[config.mk]
export PLATFORM = sky130hd
export DESIGN_NAME = bus_grant_sequencer
export DESIGN_NICKNAME = d
export VERILOG_FILES = /design/src/rtl/bus_grant_sequencer.sv
export SDC_FILE = /design/constraint.sdc
export NUM_CORES = 1
export LEC_CHECK = 0
export ABC_AREA = 1
export BUFFER_PORTS_ARGS = -buffer_cell sky130_fd_sc_hd__buf_4
export CAP_MARGIN = 40
export CORE_MARGIN = 2
export CORE_UTILIZATION = 28
export DETAILED_ROUTE_END_ITERATION = 10
export HOLD_SLACK_MARGIN = 0.1
export PLACE_DENSITY_LB_ADDON = 0.2
export SETUP_SLACK_MARGIN = 0.5
export SLEW_MARGIN = 10
export SYNTH_ARGS = -nofsm -noshare
export SYNTH_HDL_FRONTEND = slang
export SYNTH_SLANG_ARGS = --single-unit
[constraint.sdc]
create_clock -name clk -period 6.5 [get_ports clk]
set_clock_uncertainty 0.2 [all_clocks]
set_input_delay 1.3 -clock clk [delete_from_list [all_inputs] [get_ports clk]]
set_output_delay 1.3 -clock clk [all_outputs]
set_load 0.02 [all_outputs]
[src/rtl/bus_grant_sequencer.sv]
// Round-robin arbiter/sequencer granting the shared internal bus to one driver at a time.
// Latency: req sampled in IDLE -> grant one cycle later; release -> TURN -> IDLE before the next grant.
// Backpressure: none; a grant is held until done, the owner drops req, or the hold timeout expires.
module bus_grant_sequencer #(
   parameter int NREQ     = 32,
   parameter int SELW     = 5,
   parameter int MAX_HOLD = 16,
   parameter int CNTW     = 5
) (
   input  logic            clk,
   input  logic            clr,
   input  logic [NREQ-1:0] req,
   input  logic            done,
   output logic [NREQ-1:0] grant,
   output logic [SELW-1:0] bus_sel,
   output logic            bus_valid,
   output logic            timeout
);

   typedef enum logic [1:0] {
      IDLE  = 2'd0,
      GRANT = 2'd1,
      TURN  = 2'd2
   } state_t;

   // Counter value on the last permitted cycle of a tenure (unused when MAX_HOLD is 0).
   localparam logic [CNTW-1:0] HOLD_LAST = CNTW'((MAX_HOLD == 0) ? 0 : MAX_HOLD - 1);

   state_t          state;
   logic [SELW-1:0] ptr;
   logic [CNTW-1:0] cnt;

   logic [SELW-1:0] scan_idx;
   logic [SELW-1:0] pick_idx;
   logic            pick_vld;
   logic            rel_user;
   logic            rel_time;

   // Circular priority scan starting at ptr; NREQ is a power of two so index wrap is free.
   always_comb begin
      scan_idx = '0;
      pick_idx = '0;
      pick_vld = 1'b0;
      for (int k = 0; k < NREQ; k++) begin
         scan_idx = ptr + SELW'(k);
         if (!pick_vld && req[scan_idx]) begin
            pick_vld = 1'b1;
            pick_idx = scan_idx;
         end
      end
   end

   // Release causes; bus_sel doubles as the registered owner index while in GRANT.
   always_comb begin
      rel_user = done | ~req[bus_sel];
      rel_time = (MAX_HOLD != 0) && (cnt == HOLD_LAST);
   end

   // Sequencer: arbitrate in IDLE, hold in GRANT, one dead cycle in TURN.
   always_ff @(posedge clk or posedge clr) begin
      if (clr) begin
         state     <= IDLE;
         ptr       <= '0;
         cnt       <= '0;
         grant     <= '0;
         bus_sel   <= '0;
         bus_valid <= 1'b0;
         timeout   <= 1'b0;
      end else begin
         timeout <= 1'b0;
         case (state)
            IDLE: begin
               if (pick_vld) begin
                  grant     <= NREQ'(1) << pick_idx;
                  bus_sel   <= pick_idx;
                  bus_valid <= 1'b1;
                  cnt       <= '0;
                  state     <= GRANT;
               end
            end
            GRANT: begin
               if (rel_user || rel_time) begin
                  grant     <= '0;
                  bus_sel   <= '0;
                  bus_valid <= 1'b0;
                  ptr       <= bus_sel + 1'b1;
                  // A user release in the same cycle wins over the timeout flag.
                  timeout   <= rel_time && !rel_user;
                  state     <= TURN;
               end else begin
                  cnt <= cnt + 1'b1;
               end
            end
            TURN: begin
               state <= IDLE;
            end
            default: begin
               state <= IDLE;
            end
         endcase
      end
   end

endmodule

==> flow_metrics.env <==
export IMPL_status="finished, final reports clean"
export IMPL_final_cell_mix="nand2_1, nand3_1, inv_1"
export IMPL_routedWlPerCell_um=17.55
export IMPL_tns_ns=0
export IMPL_via_count=8192
export IMPL_synth_top_family_by_area="simple AND/OR/NAND/NOR gates"
export IMPL_cts_path_max_buffers=2
export IMPL_crit_arrival_ns=5.66
export IMPL_syn_avg_cell_area_um2=5.756
export IMPL_cp_slowest_stage_delay_ns=0.37
export IMPL_clkLatencyLatePin_ns=0.29
export IMPL_initial_core_util_pct=28.27
export IMPL_yosysWarnings=0
export IMPL_clkSlewWorstSetupHoldPaths_ns=0.07
export IMPL_final_common_cell="nand2_1"
export IMPL_synth_nets=1234
export IMPL_tightest_slew_ns=0.8450
export IMPL_num_nets_final=1304
export IMPL_first_global_vias=7641
export IMPL_track_usage_pct=21.45
export IMPL_grt_first_pass_wirelength_um=43160
export IMPL_die_w_um=160.0
export IMPL_yosys_area_share_xor_xnor_pct=3.396
export IMPL_antenna_found_initial=0
export IMPL_endpoint_kind="flop"
export IMPL_slew_headroom_pct=43.46
export IMPL_synth_seq_cells=51
export IMPL_grt_max_degree=36
export IMPL_start_kind="primary input"
export IMPL_drc_errors=0
export IMPL_cts_sinks=51
export IMPL_critPathTopFamily="simple AND/OR/NAND/NOR gates"
export IMPL_rsz0062_at_grt="no"
export IMPL_cp_required_ns=6.54
export IMPL_hold_path_class="flop to flop"
export IMPL_fin_crit_ns=5.621
export IMPL_viasPerCell=5.188
export IMPL_cp_num_buf_inv=1
export IMPL_path_max_fanout=6
export IMPL_final_cells=1579
export IMPL_wl_um=27710
export IMPL_hold_viol_final=0
export IMPL_critPathKind="primary input to flop"
export IMPL_crit_top_cell="nor2_4"
export IMPL_dpl_cell_count=1565
export IMPL_cts_tree="built"
export IMPL_synth_compound_area_share_pct=8.959
export IMPL_period_share_pct=86.48
export IMPL_syn_to_final_growth_pct=19.53
export IMPL_core_area_um2=24110
export IMPL_root_buffer="clkbuf_16"
export IMPL_globalplace_congestion=0.9240
export IMPL_yosys_area_share_simple_pct=55.77
export IMPL_grt_overflow_total=0
export IMPL_htree_levels=2
export IMPL_dr_pass1_iters=5
export IMPL_yosysUniqueCellTypes=40
export IMPL_antenna_cells=0
export IMPL_rows=57
export IMPL_die_area_um2=25600
export IMPL_drtAntennaViolNets=0
export IMPL_yosysSeqAreaShare_pct=18.73
export IMPL_muxShareOfSynthArea_pct=0.1469
export IMPL_setup_violations_final=0
export IMPL_drive_gt1_share_pct=15.06
export IMPL_synthAdderAreaFrac_pct=2.754
export IMPL_port_buffer_count=73
export IMPL_maxCapViolCount=0
export IMPL_die_h_um=160.0
export IMPL_synthCells=1184
export IMPL_drtIter0Drc=720
export IMPL_critPathSlowestCell="nor3_1"
export IMPL_fmax_ghz=0.1779
export IMPL_maxSlewViolCount=0
export IMPL_synth_area_um2=6815
export IMPL_cts_buffers=5
export IMPL_io_pins=74
export IMPL_dp_hpwl_um=22010
-- per-stage QoR --
stage	setup slack (ns)	cell area (um2)	hold WS, ns	util (%)
finish	0.8790	8147	0.2841	33.80
global route	0.5031	8147	0.3065	33.80
CTS	0.7169	7949	0.2831	32.98
detailed placement	0.5920	7752	0.2642	32.16
global placement	0.5065	7725	0.2679	32.05
floorplan	1.075	6815	0.3013	-
-- registers in the layout (all words and copies together), names as in the netlist --
register and cells:
state 2, cnt 5, bus_sel 5, timeout 1
ptr 5, grant 32, bus_valid 1
-- worst reg2reg max path, delay by kind of cell, from the launching register on --
| family | cells | cell delay [ns] |
|---|---|---|
| adders and majority gates | 1 | 0.29 |
| buffers and inverters | 3 | 0.63 |
| DFF | 1 | 0.38 |
| and+or+nand+nor | 26 | 4.05 |
-- kinds of logic after synthesis --
logic type,count (synthesis)
AND/OR/NAND/NOR,824
buffers and inverters,165
AO/OA/AOI/OAI,105
flip-flops,51
XOR/XNOR,23
adder cells (fa/ha/maj),15
multiplexers,1
-- area by class of cell --
class,count,area [um2]
Clock buffer,5,125.1
Clock inverter,3,71.32
Fill cell,2726,15960
Inverter,125,483.0
Multi-Input combinational cell,968,4954
Sequential cell,51,1277
Tap cell,324,405.4
Timing Repair Buffer,103,830.8
-- timing repair --
action                     in CTS  in global routing
resized for setup               0                 33
hold buffers                    0                  0
hold endpoints to repair        0                  0
setup endpoints to repair       0                 39
setup buffers                   0                  6
-- final timing paths --
path,startpoint,endpoint,slack (ns),depth (start not counted)
hold / removal,grant[26]$_DFFE_PP0P_,grant[26]$_DFFE_PP0P_,0.28,2
hold reg to reg,grant[26]$_DFFE_PP0P_,grant[26]$_DFFE_PP0P_,0.28,2
setup / recovery,req[7],grant[15]$_DFFE_PP0P_,0.88,28
setup reg to reg,ptr[2]$_DFFE_PP0P_,grant[15]$_DFFE_PP0P_,0.91,30
max in group asynchronous,clr,grant[14]$_DFFE_PP0P_,4.76,3
min in group asynchronous,clr,bus_valid$_DFFE_PP0P_,0.82,2
-- Yosys cell counts --
master     number  area share (%)
a21oi_1        11            0.81
a21oi_4         1            0.24
a311oi_1        1            0.13
a31oi_1        10            0.92
and3_1          1           0.092
buf_1           1           0.055
buf_2          17             1.2
buf_4           9            0.99
buf_6           3            0.50
clkbuf_1        9            0.50
clkbuf_2        1           0.073
dfrtp_1        51              19
ha_1           15             2.8
inv_1         109             6.0
inv_2          16            0.88
mux2i_1         1            0.15
nand2_1       371              20
nand2_2        11             1.0
nand3_1       265              19
nand3_2         4            0.59
nand3b_1        5            0.55
nand4_1        25             2.3
nand4_2         1            0.18
nand4_4         6             1.9
nor2_1        104             5.7
nor2_2          9            0.83
nor2_4         12             2.0
nor3_1          9            0.66
nor4_1          1           0.092
o2111ai_1       1            0.13
o21a_1          8            0.88
o21ai_0        54             4.0
o21ai_1         6            0.44
o21ai_2         1            0.13
o21bai_2        1            0.17
o221ai_1        4            0.51
o22ai_1         7            0.64
xnor2_1         2            0.26
xor2_1         17             2.2
xor2_2          4            0.95
-- layer usage --
layer	part of all wire, %	global-route usage, %	vias up
li1	-	-	4046
met1	45	30.19	3785
met2	46	34.51	316
met3	6.6	2.156	45
met4	2.7	6.880	0
met5	0	0	-
Power is not shown: default switching activity piles up to over one toggle a cycle in this logic, so the estimate is an artifact.
